==> src/rtl/elevator_pkg.sv <==
`default_nettype none
// ============================================================================
// Module      : elevator_pkg
// Description : Shared floor width, default floor count, dispatcher states
//               and delay constants for the dispatcher and elevator core.
// Revision    : 1.0
// ============================================================================
package elevator_pkg;

    localparam int          FLOOR_W            = 4;
    localparam int          DEFAULT_NUM_FLOORS = 10;
    localparam logic [31:0] DELAY_COUNT        = 32'd10000000;
    localparam logic [31:0] DWELL_CYCLES       = 32'd10000000;

    typedef enum logic [1:0] {
        ST_IDLE  = 2'd0,
        ST_MOVE  = 2'd1,
        ST_DWELL = 2'd2
    } disp_state_t;

endpackage
`default_nettype wire

==> src/rtl/call_selector.sv <==
`default_nettype none
// ============================================================================
// Module      : call_selector
// Description : Combinational SCAN target picker; also reports the nearest
//               pending floor ahead of the car for in-flight retargeting.
// Revision    : 1.0
// ============================================================================
module call_selector #(
    parameter int NUM_FLOORS = elevator_pkg::DEFAULT_NUM_FLOORS,
    parameter int FLOOR_W    = elevator_pkg::FLOOR_W
) (
    input  logic [NUM_FLOORS-1:0] pending,
    input  logic [FLOOR_W-1:0]    current_floor,
    input  logic                  dir_up,
    output logic [FLOOR_W-1:0]    next_floor,
    output logic                  next_dir_up,
    output logic                  valid,
    output logic [FLOOR_W-1:0]    ahead_floor,
    output logic                  ahead_valid
);
    import elevator_pkg::*;

    logic [FLOOR_W-1:0] w_above;
    logic [FLOOR_W-1:0] w_below;
    logic               w_above_ok;
    logic               w_below_ok;

    // Lowest pending floor above the car and highest pending floor below it.
    always_comb begin
        w_above    = '0;
        w_above_ok = 1'b0;
        w_below    = '0;
        w_below_ok = 1'b0;
        for (int i = NUM_FLOORS - 1; i >= 0; i--) begin
            if (pending[i] && (FLOOR_W'(i) > current_floor)) begin
                w_above    = FLOOR_W'(i);
                w_above_ok = 1'b1;
            end
        end
        for (int j = 0; j < NUM_FLOORS; j++) begin
            if (pending[j] && (FLOOR_W'(j) < current_floor)) begin
                w_below    = FLOOR_W'(j);
                w_below_ok = 1'b1;
            end
        end
    end

    always_comb begin
        next_floor  = '0;
        next_dir_up = dir_up;
        valid       = 1'b0;
        if (dir_up) begin
            if (w_above_ok) begin
                next_floor = w_above; next_dir_up = 1'b1; valid = 1'b1;
            end else if (w_below_ok) begin
                next_floor = w_below; next_dir_up = 1'b0; valid = 1'b1;
            end
        end else begin
            if (w_below_ok) begin
                next_floor = w_below; next_dir_up = 1'b0; valid = 1'b1;
            end else if (w_above_ok) begin
                next_floor = w_above; next_dir_up = 1'b1; valid = 1'b1;
            end
        end
        ahead_floor = dir_up ? w_above : w_below;
        ahead_valid = dir_up ? w_above_ok : w_below_ok;
    end

endmodule
`default_nettype wire

==> src/rtl/floor_call_dispatcher.sv <==
`default_nettype none
// ============================================================================
// Module      : floor_call_dispatcher
// Description : Captures floor-call presses and drives the SCAN-ordered target
//               floor for the elevator core, holding each served floor open.
// Revision    : 1.0
// ============================================================================
module floor_call_dispatcher #(
    parameter int          NUM_FLOORS   = elevator_pkg::DEFAULT_NUM_FLOORS,
    parameter int          FLOOR_W      = elevator_pkg::FLOOR_W,
    parameter logic [31:0] DWELL_CYCLES = elevator_pkg::DWELL_CYCLES
) (
    input  logic                  clk,
    input  logic                  reset,
    input  logic [NUM_FLOORS-1:0] call_btn,
    input  logic [FLOOR_W-1:0]    current_floor,
    output logic [FLOOR_W-1:0]    requested_floor,
    output logic [NUM_FLOORS-1:0] pending,
    output logic                  door_open,
    output logic                  dir_up
);
    import elevator_pkg::*;

    localparam logic [31:0] C_DWELL_LAST = DWELL_CYCLES - 32'd1;

    disp_state_t           r_state;
    logic [NUM_FLOORS-1:0] r_btn_prev;
    logic [NUM_FLOORS-1:0] r_pending;
    logic [FLOOR_W-1:0]    r_req_floor;
    logic                  r_door_open;
    logic                  r_dir_up;
    logic [31:0]           r_dwell_cnt;

    logic [NUM_FLOORS-1:0] w_press;
    logic [NUM_FLOORS-1:0] w_cf_mask;
    logic [NUM_FLOORS-1:0] w_rf_mask;
    logic [NUM_FLOORS-1:0] w_clear;
    logic                  w_cf_valid;
    logic                  w_at_cf_call;
    logic                  w_at_target;
    logic                  w_restart;
    logic                  w_retarget;
    logic [FLOOR_W-1:0]    w_sel_floor;
    logic                  w_sel_dir_up;
    logic                  w_sel_valid;
    logic [FLOOR_W-1:0]    w_ahead_floor;
    logic                  w_ahead_valid;

    call_selector #(
        .NUM_FLOORS (NUM_FLOORS),
        .FLOOR_W    (FLOOR_W)
    ) u_call_selector (
        .pending       (r_pending),
        .current_floor (current_floor),
        .dir_up        (r_dir_up),
        .next_floor    (w_sel_floor),
        .next_dir_up   (w_sel_dir_up),
        .valid         (w_sel_valid),
        .ahead_floor   (w_ahead_floor),
        .ahead_valid   (w_ahead_valid)
    );

    assign w_press      = call_btn & ~r_btn_prev;
    assign w_cf_valid   = 32'(current_floor) < 32'(NUM_FLOORS);
    assign w_cf_mask    = w_cf_valid ? (NUM_FLOORS'(1) << current_floor) : '0;
    assign w_rf_mask    = NUM_FLOORS'(1) << r_req_floor;
    assign w_at_cf_call = |(r_pending & w_cf_mask);
    assign w_at_target  = (current_floor == r_req_floor);
    assign w_restart    = (r_state == ST_DWELL) && (|(w_press & w_cf_mask));
    assign w_retarget   = w_ahead_valid &&
                          (r_dir_up ? (w_ahead_floor < r_req_floor)
                                    : (w_ahead_floor > r_req_floor));

    // Floors whose pending bit is cleared this edge; a clear overrides a press.
    always_comb begin
        w_clear = '0;
        case (r_state)
            ST_IDLE:  if (w_at_cf_call) w_clear = w_cf_mask;
            ST_MOVE:  if (w_at_target) w_clear = w_rf_mask;
            ST_DWELL: w_clear = w_press & w_cf_mask;
            default:  w_clear = '0;
        endcase
    end

    always_ff @(posedge clk) begin
        if (reset) begin
            r_state     <= ST_IDLE;
            r_btn_prev  <= '0;
            r_pending   <= '0;
            r_req_floor <= '0;
            r_door_open <= 1'b0;
            r_dir_up    <= 1'b1;
            r_dwell_cnt <= '0;
        end else begin
            r_btn_prev <= call_btn;
            r_pending  <= (r_pending | w_press) & ~w_clear;
            case (r_state)
                ST_IDLE: begin
                    if (w_cf_valid) begin
                        if (w_at_cf_call) begin
                            r_state     <= ST_DWELL;
                            r_door_open <= 1'b1;
                            r_dwell_cnt <= '0;
                        end else if ((|r_pending) && w_sel_valid) begin
                            r_state     <= ST_MOVE;
                            r_req_floor <= w_sel_floor;
                            r_dir_up    <= w_sel_dir_up;
                        end
                    end
                end
                ST_MOVE: begin
                    if (w_at_target) begin
                        r_state     <= ST_DWELL;
                        r_door_open <= 1'b1;
                        r_dwell_cnt <= '0;
                    end else if (w_retarget) begin
                        r_req_floor <= w_ahead_floor;
                    end
                end
                ST_DWELL: begin
                    if (w_restart) begin
                        r_dwell_cnt <= '0;
                    end else if (r_dwell_cnt == C_DWELL_LAST) begin
                        r_state     <= ST_IDLE;
                        r_door_open <= 1'b0;
                        r_dwell_cnt <= '0;
                    end else begin
                        r_dwell_cnt <= r_dwell_cnt + 32'd1;
                    end
                end
                default: begin
                    r_state     <= ST_IDLE;
                    r_door_open <= 1'b0;
                    r_dwell_cnt <= '0;
                end
            endcase
        end
    end

    assign requested_floor = r_req_floor;
    assign pending         = r_pending;
    assign door_open       = r_door_open;
    assign dir_up          = r_dir_up;

endmodule
`default_nettype wire

==> config.mk <==
export PLATFORM = sky130hd
export DESIGN_NAME = floor_call_dispatcher
export DESIGN_NICKNAME = d
export VERILOG_FILES = /design/src/rtl/elevator_pkg.sv /design/src/rtl/call_selector.sv /design/src/rtl/floor_call_dispatcher.sv
export SDC_FILE = /design/constraint.sdc
export NUM_CORES = 1
export LEC_CHECK = 0
export CAP_MARGIN = 20
export CORE_ASPECT_RATIO = 1.75
export CORE_MARGIN = 3
export CORE_UTILIZATION = 59
export CTS_CLUSTER_SIZE = 16
export DETAILED_ROUTE_END_ITERATION = 7
export GPL_ROUTABILITY_DRIVEN = 0
export HOLD_SLACK_MARGIN = 0.06
export PLACE_DENSITY = 0.81
export SLEW_MARGIN = 0
export SYNTH_ARGS = -nofsm -noshare
export SYNTH_HDL_FRONTEND = slang
export SYNTH_SLANG_ARGS = --single-unit
==> constraint.sdc <==
create_clock -name clk -period 4.45 [get_ports clk]
set_input_delay 1.1125 -clock clk [delete_from_list [all_inputs] [get_ports clk]]
set_output_delay 1.1125 -clock clk [all_outputs]
set_load 0.05 [all_outputs]
Yosys cells after proc, flatten, opt, wreduce, memory -nomap -nowiden
Cells that the tools add are included.
- output and inout port bits: 16
- register bits after elaboration: 60
- input port bits: 16
- bitwise logic cells: 8
- equality and inequality tests: 14
- reduce and logical (&&, ||, !) cells: 33
- mux-type cells: 85
- shifts and indexed selects: 2
- magnitude comparators: 23
- $add $sub $neg: 1
- operators by type and width (operator ; number):
    32-bit 2-to-1 mux ; 5
    32-bit case mux with 3 select lines ; 1
    4-bit 2-to-1 mux ; 23
    10-bit bitwise AND ; 4
    1-bit 2-to-1 mux ; 37
    32-bit by 1-bit adder with 32-bit output, second input constant ; 1
    32-bit by 24-bit equality test with 1-bit output, second input constant ; 1
    10-bit 2-to-1 mux ; 3
    10-bit case mux with 3 select lines ; 1
    10-bit OR reduction ; 3
    1-bit logical AND ; 23
    10-bit NOT ; 2
    1-bit by 4-bit << shifter with 10-bit output, first input constant ; 2
    3-bit by 4-bit > comparator with 1-bit output, first input constant ; 4
    3-bit by 4-bit less-than comparator with 1-bit output, first input constant ; 4
    2-bit 2-to-1 mux ; 8
    2-bit inequality test, second input constant ; 8
    3-bit 2-to-1 mux ; 4
    10-bit bitwise OR ; 1
    5-bit AND reduction ; 2
    1-bit by 4-bit > comparator with 1-bit output, first input constant ; 2
    2-bit by 4-bit > comparator with 1-bit output, first input constant ; 2
    4-bit > comparator, first input constant ; 2
    1-bit by 4-bit less-than comparator with 1-bit output, first input constant ; 2
    19 further kinds ; 21

Logic depth before layout (Yosys ltp)
- word-level depth: 20
- depth in mapped cells: 17
- depth with buffers taken out: 14

Cells and area by module
From an unflattened synthesis, not the netlist that was laid out.
- cell total of the unflattened synthesis: 553
- area total of the unflattened synthesis: 4385.5 um^2
- by module, submodules not included (module ; sequential area each (um^2) ; times used ; area an instance (um^2) ; cells each):
    floor_call_dispatcher ; 1201.2 ; 1 ; 3643.5 ; 452
    call_selector ; 0.0 ; 1 ; 742.0 ; 101

Worst setup path before layout
OpenSTA, ideal clock, no wires.
- kind: input to register
- from: input port current_floor[0]
- to: register r_req_floor[0] (netlist: requested_floor[0])
- slack: 0.636 ns
- stages: 14
- data arrival time: 3.680 ns
- data required time: 4.316 ns
- buffers on the path: 3
- cell sequence: buf_6 buf_6 buf_6 a21oi_1 o41ai_1 nand3_1 mux2i_1 ha_1 a21oi_1 o21ai_0 o32ai_1 a22oi_4 nor4_1 a211oi_1
- cells in the longest elaborated chain, start to end: 19
- elaborated cells between the ends (all ways): 114
- classes of those cells: 23 x order compare; 6 x eq/ne; 1 x shift; 59 x mux; 1 x bitwise; 24 x reduce/logical
- ends and longest elaborated chain (item ; line ; text):
    from (decl) ; floor_call_dispatcher.sv:16 ; input logic [FLOOR_W-1:0] current_floor,
    parallel branches: the longest is 19 deep, another holds 4-bit > comparator ; - ;
    to (signal assigned) ; floor_call_dispatcher.sv:106 ; r_req_floor <= w_sel_floor;
    to (signal assigned) ; floor_call_dispatcher.sv:117 ; r_req_floor <= w_ahead_floor;
    to (decl) ; floor_call_dispatcher.sv:29 ; logic [FLOOR_W-1:0] r_req_floor;
Several ways; the timed one is not identified. The select of a mux whose other input is x is not followed.
A chain may end at the register's enable or synchronous reset.

Worst setup path in the final report
Same ends and word-level chain as after synthesis.

==> results by group <==
Placed design
  • Setup Slack @ Placement: -40.5 ps
  • Buffers added on ports: 31
  • Placed cell areas: 4380 um2
  • Post-placement cell count: 635
  • Hpwl dp: 8470 um

Die
  • Die Y: 115 um
  • Initial cell density of the core: 61.2%
  • Die ar.: 7840 um2
  • Core area: 6540 um2
  • Rows: 39
  • Die width: 68.2 um
  • Ports: 32

Worst setup path
  • Critical path class: in -> reg
  • R2r startpoint: pending[7]$_SDFF_PP0_
  • Critical path destination: requested_floor[0]$_SDFFE_PP0P_
  • Slack of the worst reg-to-reg path: 1060 ps
  • Critical path data arrival time: 4370 ps
  • R2R depth: 12
  • Worst-path fanout max: 10
  • Crit path from: current_floor[0]
  • Crit Reg-Reg Endpoint: requested_floor[0]$_SDFFE_PP0P_
  • Critical Path Start Type: input port
  • CP Capture Type: flip-flop
  • Worst endpoint required time: 4630 ps

Routing
  • DRT antenna net count: 0
  • DRT Pass-1 Iters: 5
  • Starting DRT DRC Count: 630
  • Routed vias/inst: 6.75
  • Total Routed Length: 11900 um
  • Vias after detailed routing: 4395
  • Drt drc: 0
  • Wirelength per Cell: 18.3 um

Finish
  • Share of layout cells above drive strength 1: 8.26%
  • Non-Filler Instances: 651
  • Area Overhead vs Synth: 17.7%
  • Diode count: 0
  • Util after Layout: 72.0%
  • Final Instance Area: 4710 um2
  • Layout Nets: 585

Global route
  • GRT overflow: 0
  • Largest net degree at the start of global routing: 34
  • Overall Global Routing Usage: 32.5%
  • Initial antenna violation count: 0
  • Number of global-route vias before repair: 4184
  • First-pass GRT wire length: 19600 um

Clock tree
  • H-Tree Level Count: 3
  • Hold Buf Count CTS: 0
  • CTS clk-pin slew, worst paths: 60 ps
  • TritonCTS clock tree: yes
  • Total CTS buffers: 9
  • Clock sink total: 60
  • Clock root cell: clkbuf_16
  • Postcts setup bufs: 0
  • Clk buf depth: 2
  • Post-cts resize count: 0
  • Worst-skew pair later-pin latency: 330 ps

Timing
  • Period utilization: 94.1%
  • Max-slew violations: 0
  • Fmax achieved: 239 MHz
  • Worst setup margin: 262 ps
  • Hold Violations, Final: 0
  • Tightest Pin Transition: 860 ps
  • Max_slew headroom: 42.7%
  • Final count of negative-setup-slack endpoints: 0
  • Final setup TNS: 0 ps
  • Fin crit period: 4190 ps
  • Tightest hold margin: 504 ps
  • RSZ-0062 raised after global routing: no
  • Setup Skew: 5.61 ps

Yosys
  • EDFF count, synth: 0
  • Dominant synthesized flop cell: dfxtp_1
  • Synthesized netlist net count: 561
  • Distinct cells, synth: 61
  • Top-area cell type share of the netlist area: 30.0%
  • Average size of a mapped cell: 7.41 um2
  • Synth Cell Area: 4000 um2
  • Ys async rst share: 0%
  • Yosys top cell by area: dfxtp_1
  • Cells after synthesis: 540
  • Yosys reg bits: 60
  • Register area share after synthesis: 30.0%
  • Ys Warns: 0
  • Top post-synthesis cells by area: dfxtp_1 (30%), nor2_1 (6.1%), a21oi_1 (5.8%)

Min path
  • Hold Crit Class: reg -> reg

Pwr
  • Pwr dens: 399 nW/um2
  • Tot Pwr: 1.88 mW
  • Leak: 1.63 nW
  • VDD IR max: 0.347 mV

Outcome
  • Outcome: finished, final reports clean

Run
  • Max-cap viol count: 0
[layout make-up]
class,count,area [um2]
inverter,14,52.6
clock buffer,9,225
clock inverter,7,100
multi-input combinational,431,2570
fill,542,1830
tap,82,103
timing repair buffer,48,458
sequential,60,1200
[per-layer routing]
metal	wire length [um]	global-route usage, %
met5	0	0
met3	667	5.87
met1	4330	34.7
met2	6220	55.7
met4	712	22.0
[power by group]
part / leakage [nW] / switching, mW / internal [mW]
combinational: 0.988 / 0.316 / 0.182
clock: 0.148 / 0.260 / 0.492
sequential: 0.491 / 0.0599 / 0.566
total: 1.63 / 0.637 / 1.24
[worst min-delay path by stage]
stage	startpoint	to	cells after the start
4_1_cts	r_dwell_cnt[12]$_SDFFE_PP0P_	r_dwell_cnt[12]$_SDFFE_PP0P_	1
6_report	r_dwell_cnt[12]$_SDFFE_PP0P_	r_dwell_cnt[12]$_SDFFE_PP0P_	1
5_1_grt	r_dwell_cnt[12]$_SDFFE_PP0P_	r_dwell_cnt[12]$_SDFFE_PP0P_	1
3_3_place_gp	r_dwell_cnt[12]$_SDFFE_PP0P_	r_dwell_cnt[12]$_SDFFE_PP0P_	1
2_1_floorplan	r_dwell_cnt[12]$_SDFFE_PP0P_	r_dwell_cnt[12]$_SDFFE_PP0P_	1
3_5_place_dp	r_dwell_cnt[12]$_SDFFE_PP0P_	r_dwell_cnt[12]$_SDFFE_PP0P_	1
[critical path, stage by stage]
cell             delay [ps]
clkdlybuf4s50_1         590
and2_1                  320
o32ai_1                 370
nor2_1                   60
o21ai_0                 230
mux2i_1                 120
ha_1                    310
a21oi_1                 140
o21ai_0                 120
o32ai_1                 420
a22oi_4                 170
nor4_1                  300
a211oi_1                 90
[sequential cells by signal, summed over array words and instances (netlist names)]
signal and cells:
r_dwell_cnt 32, pending 10, r_btn_prev 10, requested_floor 4, r_state 2, dir_up 1, door_open 1
[cell usage in the layout (no fill, tap or decap), types with 4 or more instances in the layout]
cell             netlist  final
a31oi_1               15     15
a21oi_1               46     46
clkdlybuf4s50_1        0     30
nor2b_1               26     26
o21ai_0               28     28
nand3_1               27     27
nor3_1                15     15
clkbuf_16              0      9
dfxtp_1               60     60
ha_1                   5      5
buf_4                  3     15
a211oi_1              25     25
inv_1                 13     13
nor4_1                 9      9
nor2_1                65     65
nand2_1               47     47
and3_1                 9      9
o22ai_1                5      5
or3_1                  4      4
xnor2_1                8      8
and2_1                 4      4
nand3b_1               6      6
nand4_1               11     11
nand2b_1               6      6
nand4b_1               4      4
[synth_stat cells, types with 5 or more instances]
cell / count
nor3_1: 15
xnor2_1: 8
nand2_1: 47
nor2b_1: 26
nand3_1: 27
nor2_1: 65
clkbuf_1: 18
inv_1: 13
o21ai_0: 28
nor4_1: 9
a211oi_1: 25
o22ai_1: 5
nand2b_1: 6
a21oi_1: 46
nand3b_1: 6
a31oi_1: 15
nand4_1: 11
buf_2: 10
dfxtp_1: 60
and3_1: 9
ha_1: 5
[kinds of logic (layout without fill, tap and decap cells)]
kind of cell / after synthesis / after routing / share of synthesized area, %
simple gates: 251 / 251 / 32.3
compound gates: 160 / 160 / 26.4
mux: 7 / 7 / 2.16
buf+inv: 49 / 78 / 5.79
fa+ha+maj: 5 / 5 / 1.56
flops: 60 / 60 / 30.0
xor+xnor: 8 / 8 / 1.75
Note: power is estimated with default switching activity, not from simulation.
